`src/rtl/tomasula_types.sv`:
```
// Shared types for the commit trace path: the stored record and the capture FSM states.
package tomasula_types;

    localparam int unsigned PC_W   = 32;
    localparam int unsigned RD_W   = 5;
    localparam int unsigned DATA_W = 32;
    localparam int unsigned TAG_W  = 3;
    localparam int unsigned SEQ_W  = 32;
    localparam int unsigned DROP_W = 16;

    typedef struct packed {
        logic [PC_W-1:0]   pc;
        logic [RD_W-1:0]   rd;
        logic [DATA_W-1:0] data;
        logic [TAG_W-1:0]  tag;
        logic              is_store;
        logic [SEQ_W-1:0]  seq;
        logic              trig;
    } trace_rec;

    typedef enum logic [1:0] {
        IDLE   = 2'd0,
        ARMED  = 2'd1,
        POST   = 2'd2,
        FROZEN = 2'd3
    } trace_state_t;

endpackage

```
`src/rtl/trace_ram.sv`:
```
// Trace record storage: single write port, asynchronous read, contents not reset.
module trace_ram
    import tomasula_types::*;
#(
    parameter int unsigned DEPTH = 16,
    localparam int unsigned PTR_W = $clog2(DEPTH)
) (
    input  logic             clk,
    input  logic             we,
    input  logic [PTR_W-1:0] waddr,
    input  trace_rec         wdata,
    input  logic [PTR_W-1:0] raddr,
    output trace_rec         rdata
);

    trace_rec mem [DEPTH];

    always_ff @(posedge clk) begin
        if (we) begin
            mem[waddr] <= wdata;
        end
    end

    assign rdata = mem[raddr];

endmodule

```
`src/rtl/commit_trace_buffer.sv`:
```
// Circular trace of retired instructions with a PC-match trigger; freezes after a
// programmable number of post-trigger commits and drains over a valid/ready port.
module commit_trace_buffer
    import tomasula_types::*;
#(
    parameter int unsigned DEPTH = 16,
    localparam int unsigned PTR_W = $clog2(DEPTH)
) (
    input  logic              clk,
    input  logic              reset_n,
    input  logic              commit_valid,
    input  logic              commit_is_store,
    input  logic [PC_W-1:0]   commit_pc,
    input  logic [RD_W-1:0]   commit_rd,
    input  logic [DATA_W-1:0] commit_data,
    input  logic [TAG_W-1:0]  commit_tag,
    input  logic              flush_in_prog,
    input  logic              arm,
    input  logic              trig_en,
    input  logic [PC_W-1:0]   trig_pc,
    input  logic [PTR_W-1:0]  post_trig,
    input  logic              trace_ready,
    output logic              trace_valid,
    output logic [PC_W-1:0]   trace_pc,
    output logic [RD_W-1:0]   trace_rd,
    output logic [DATA_W-1:0] trace_data,
    output logic [TAG_W-1:0]  trace_tag,
    output logic              trace_is_store,
    output logic [SEQ_W-1:0]  trace_seq,
    output logic              trace_trig,
    output logic [PTR_W:0]    count,
    output logic              frozen,
    output logic [DROP_W-1:0] drop_cnt
);

    localparam int unsigned CNT_W = PTR_W + 1;

    trace_state_t     state, state_nxt;
    logic [PTR_W-1:0] rd_ptr, wr_ptr, rd_ptr_nxt, wr_ptr_nxt;
    logic [PTR_W-1:0] post_cnt, post_cnt_nxt;
    logic [SEQ_W-1:0] seq;
    logic [CNT_W-1:0] count_nxt;
    trace_rec         head_q, new_rec, ram_rdata, head_nxt;

    logic capturing, accept, pop, full, trig_hit;
    logic write_en, overwrite, drop;

    assign capturing = (state == ARMED) || (state == POST);
    assign accept    = commit_valid && !flush_in_prog && capturing && !arm;
    assign pop       = trace_valid && trace_ready && !arm;
    assign full      = (count == CNT_W'(DEPTH));
    assign trig_hit  = accept && (state == ARMED) && trig_en && (commit_pc == trig_pc);

    // A pop in the same cycle frees a slot, so only an un-popped full buffer overwrites or discards.
    assign drop      = accept && full && !pop;
    assign overwrite = drop && (state == ARMED);
    assign write_en  = accept && !(drop && (state == POST));

    assign rd_ptr_nxt = rd_ptr + PTR_W'(pop || overwrite);
    assign wr_ptr_nxt = wr_ptr + PTR_W'(write_en);
    assign count_nxt  = count + CNT_W'(write_en && !overwrite) - CNT_W'(pop);

    always_comb begin
        new_rec          = '0;
        new_rec.pc       = commit_pc;
        new_rec.rd       = commit_rd;
        new_rec.data     = commit_data;
        new_rec.tag      = commit_tag;
        new_rec.is_store = commit_is_store;
        new_rec.seq      = seq;
        new_rec.trig     = trig_hit;
    end

    // The RAM write lands at the clock edge, so bypass a record written into the next head slot.
    always_comb begin
        head_nxt = '0;
        if (count_nxt != '0) begin
            head_nxt = (write_en && (wr_ptr == rd_ptr_nxt)) ? new_rec : ram_rdata;
        end
    end

    always_comb begin
        state_nxt    = state;
        post_cnt_nxt = post_cnt;
        if (accept) begin
            if (trig_hit) begin
                post_cnt_nxt = post_trig;
                state_nxt    = (post_trig == '0) ? FROZEN : POST;
            end else if (state == POST) begin
                post_cnt_nxt = post_cnt - PTR_W'(1);
                if (post_cnt == PTR_W'(1)) begin
                    state_nxt = FROZEN;
                end
            end
        end
    end

    trace_ram #(.DEPTH(DEPTH)) u_ram (
        .clk   (clk),
        .we    (write_en),
        .waddr (wr_ptr),
        .wdata (new_rec),
        .raddr (rd_ptr_nxt),
        .rdata (ram_rdata)
    );

    always_ff @(posedge clk or negedge reset_n) begin
        if (!reset_n) begin
            state       <= IDLE;
            rd_ptr      <= '0;
            wr_ptr      <= '0;
            post_cnt    <= '0;
            seq         <= '0;
            count       <= '0;
            drop_cnt    <= '0;
            frozen      <= 1'b0;
            trace_valid <= 1'b0;
            head_q      <= '0;
        end else if (arm) begin
            state       <= ARMED;
            rd_ptr      <= '0;
            wr_ptr      <= '0;
            post_cnt    <= '0;
            seq         <= '0;
            count       <= '0;
            drop_cnt    <= '0;
            frozen      <= 1'b0;
            trace_valid <= 1'b0;
            head_q      <= '0;
        end else begin
            state       <= state_nxt;
            rd_ptr      <= rd_ptr_nxt;
            wr_ptr      <= wr_ptr_nxt;
            post_cnt    <= post_cnt_nxt;
            count       <= count_nxt;
            frozen      <= (state_nxt == FROZEN);
            trace_valid <= (count_nxt != '0);
            head_q      <= head_nxt;
            if (accept) begin
                seq <= seq + SEQ_W'(1);
            end
            if (drop && (drop_cnt != '1)) begin
                drop_cnt <= drop_cnt + DROP_W'(1);
            end
        end
    end

    assign trace_pc       = head_q.pc;
    assign trace_rd       = head_q.rd;
    assign trace_data     = head_q.data;
    assign trace_tag      = head_q.tag;
    assign trace_is_store = head_q.is_store;
    assign trace_seq      = head_q.seq;
    assign trace_trig     = head_q.trig;

endmodule

```
`config.mk`:
```
export PLATFORM = sky130hd
export DESIGN_NAME = commit_trace_buffer
export DESIGN_NICKNAME = d
export VERILOG_FILES = /design/src/rtl/tomasula_types.sv /design/src/rtl/trace_ram.sv /design/src/rtl/commit_trace_buffer.sv
export SDC_FILE = /design/constraint.sdc
export NUM_CORES = 2
export LEC_CHECK = 0
export ABC_AREA = 0
export CORE_MARGIN = 3
export CORE_UTILIZATION = 35
export CTS_CLUSTER_DIAMETER = 120
export CTS_CLUSTER_SIZE = 10
export DETAILED_ROUTE_END_ITERATION = 16
export SLEW_MARGIN = 10
export SYNTH_ARGS = -nofsm -noshare
export SYNTH_HDL_FRONTEND = slang
export SYNTH_SLANG_ARGS = --single-unit
export TNS_END_PERCENT = 100
```
`constraint.sdc`:
```
create_clock -name clk -period 20 [get_ports clk]
set_input_delay 2 -clock clk [delete_from_list [all_inputs] [get_ports clk]]
set_output_delay 2 -clock clk [all_outputs]
set_load 0.05 [all_outputs]
```
==> impl_metrics.ini <==
[placement]
routabilityCongestion = 0.709
dp_hpwl_mm = 87.3
portBuffers = 244
place_ws_ns = 11.80
place_area_um2 = 77600

[worst_setup_path]
path_common_cell = buf_4
critical-path-slowest-cell = buf_4
worst-r2r-setup-slack_ns = 13.71
worstPathRequired_ns = 20.65
max_stage_delay_ns = 0.93
reg2reg_to = trace_seq[28]$_DFF_PN0_
critPathLaunch = flush_in_prog
reg2reg_from = state[0]$_DFF_PN0_
critical_path_class = in2reg
cp-end-kind = register
crit_arrival_ns = 7.80
startpoint_type = input pin
rr_worst_depth = 14
cp_max_fo = 51
cp_cell_sequence = clkdlybuf4s50_1 -> nor4b_4 -> buf_4 -> nand2_1 -> o21ai_0 -> ha_4 -> buf_4 -> buf_4 -> buf_4 -> mux4_2 -> mux4_2 -> nand2_1 -> a21oi_1

[global_routing]
grt_first_pass_wirelength_mm = 260
grt-ovfl-total = 0
grt_pass1_vias = 36000
grtUsageTotal_pct = 17.1
grt_max_degree = 135
antenna_found_initial = 12

[hold_path]
min_path_type = reg2reg
hold_end = drop_cnt[10]$_DFFE_PN0P_
holdPathStages = 2
min_from = drop_cnt[10]$_DFFE_PN0P_

[yosys]
synth-seq-cells = 1871
synth_adder_area_share_pct = 0.307
synth-simple-area-share_pct = 2.59
synthFlopType = edfxtp_1
synth_seq_area_share_pct = 77.1
synth_nets = 3381
avgSynthCellArea_um2 = 22.1
ys_types = 51
muxShareOfSynthArea_pct = 16.7
ys_async_sr_fraction_pct = 9.35
synth_top_family_by_area = multiplexers
synth_area_um2 = 71700
synthCells = 3248
synth_compound_gate_area_share_pct = 1.03
synth-edff-count = 1696
yosys_warnings = 0
synthXorXnorAreaFrac_pct = 1.11

[cts]
cts_htree_levels = 4
cts_resized = 0
cts.reportedPaths.clkPinSlew_ns = 0.06
cts_setup_buffers = 0
cts_root_buf = clkbuf_16
cts_buffer_depth = 3
holdBufCountCts = 0
cts_tree = built
numCtsBuffers = 205
clock-sinks = 1871
clk_latency_ns = 0.83

[run]
cap_violations = 0

[sta]
maxSlewViolCount = 0
fin_skew_ns = 0.0502
layout_worst_path_cycle_share_pct = 35.8
holdWs_ns = 0.563
relSlewSlack_pct = 15.1
fin_ws_ns = 12.84
setup_tns_ns = 0
fin_crit_ns = 7.16
worstMarginPinSlew_ns = 1.26
rsz0062_at_grt = no
hold_viol = 0
setup_violations = 0
fmax_ghz = 0.140

[cells_and_area]
nFillCells = 17700
final_common_cell = edfxtp_1
drive_above_1_share_pct = 22.6
final_nets = 3728
layout.area.seq_um2 = 55300
syn2layout_area_growth_pct = 16.7
multiInputGateArea_um2 = 15800
mostFrequentLayoutCells = 1696 x edfxtp_1, 530 x mux4_2, 242 x clkdlybuf4s50_1
fin_area_um2 = 83700

[die]
design.die.area_um2 = 210000
core_area_um2 = 203000
die_h_um = 459
start_util_pct = 35.3
num_rows = 165
die_w_um = 459
io_pins = 245

[pwr]
finalPower_uw = 9390
cellPowerDensity_nw_per_um2 = 112
power.leakage_uw = 0.0262
irDropWorstVdd_v = 0.0000945

[detailed_routing]
avgRoutedWirePerCell_um = 27.9
via_per_inst = 5.31
drt_iter0_markers = 3421
wl_mm = 180
final_antenna_net_count = 0
num_vias = 34200
drc = 0
dr.pass1.iters = 7

[status]
outcome = finished clean
-- cells by family after synthesis --
family | after synthesis
flip-flops | 1871
multiplexers | 532
AND/OR/NAND/NOR | 416
buffers and inverters | 185
AO/OA/AOI/OAI | 138
XOR/XNOR | 89
adder cells (fa/ha/maj) | 17
-- area by class of cell --
type,count,area share (%)
Tap cell,2672,4.00
Multi-Input combinational cell,1192,18.9
Antenna cell,6,0.0179
Sequential cell,1871,66.1
Clock buffer,360,6.92
Timing Repair Buffer,305,3.69
Inverter,20,0.0897
Clock inverter,13,0.317
-- cell usage after synthesis, types with 3 or more instances --
library cell,count,area share [%]
a21oi_1,115,0.80
a31o_2,3,0.037
a31oi_1,4,0.035
and2_1,6,0.052
and3_1,6,0.052
and4_1,7,0.086
buf_1,12,0.063
buf_2,59,0.41
buf_4,11,0.12
clkbuf_1,80,0.42
dfrtp_1,175,6.1
edfxtp_1,1696,71
ha_1,16,0.28
inv_1,20,0.10
mux4_2,530,17
nand2_1,238,1.2
nand2b_1,4,0.035
nand3_1,24,0.17
nand3b_1,3,0.031
nand4_1,14,0.12
nor2_1,74,0.39
nor2b_1,5,0.044
nor3_1,11,0.077
nor4_1,8,0.070
o21ai_0,7,0.049
or3_1,3,0.026
xnor2_1,25,0.31
xor2_1,62,0.76
-- critical path, delay by kind of cell --
family,cells,cell delay [ns]
and+or+nand+nor,3,0.43
muxes,2,1.07
AOI/OAI and AO/OA,2,0.38
adders and majority gates,1,0.56
buffers and inverters,5,3.19
-- how the worst max path moves through the flow --
stage                                      endpoint  cells past startpoint
after detailed placement    trace_seq[20]$_DFF_PN0_                     13
after global placement     trace_is_store$_DFF_PN0_                     13
final                       trace_seq[28]$_DFF_PN0_                     13
after CTS                   trace_seq[28]$_DFF_PN0_                     13
after floorplan           u_ram.mem[0][0]$_DFFE_PP_                      4
after global routing        trace_seq[29]$_DFF_PN0_                     13
-- power by group --
group | switching (µW) | internal, µW | total, µW
Clock | 1490 | 1950 | 3440
Combinational | 889 | 661 | 1550
Sequential | 59.2 | 4340 | 4400
Total | 2430 | 6950 | 9390
-- sequential cells by signal, summed over array words and instances (netlist names), 2 cells and up --
name,count
count,5
drop_cnt,16
post_cnt,4
rd_ptr,4
seq,32
state,2
trace_data,32
trace_pc,32
trace_rd,5
trace_seq,32
trace_tag,3
u_ram.mem,1696
wr_ptr,4
-- per-layer routing --
| layer | track usage [%] | part of all wire, % |
|---|---|---|
| met1 | 23.4 | 42 |
| met2 | 28.1 | 49 |
| met3 | 3.36 | 6.6 |
| met4 | 4.56 | 2.4 |
| met5 | 0 | 0.0078 |
-- per-stage QoR --
stage,utilization (%),instances
2_1_floorplan,-,3248
3_3_place_gp,38.2,6060
3_5_place_dp,38.2,6060
4_1_cts,41.2,6433
5_1_grt,41.2,6434
6_report,41.2,6439
Note: power is estimated with default switching activity, not from simulation.
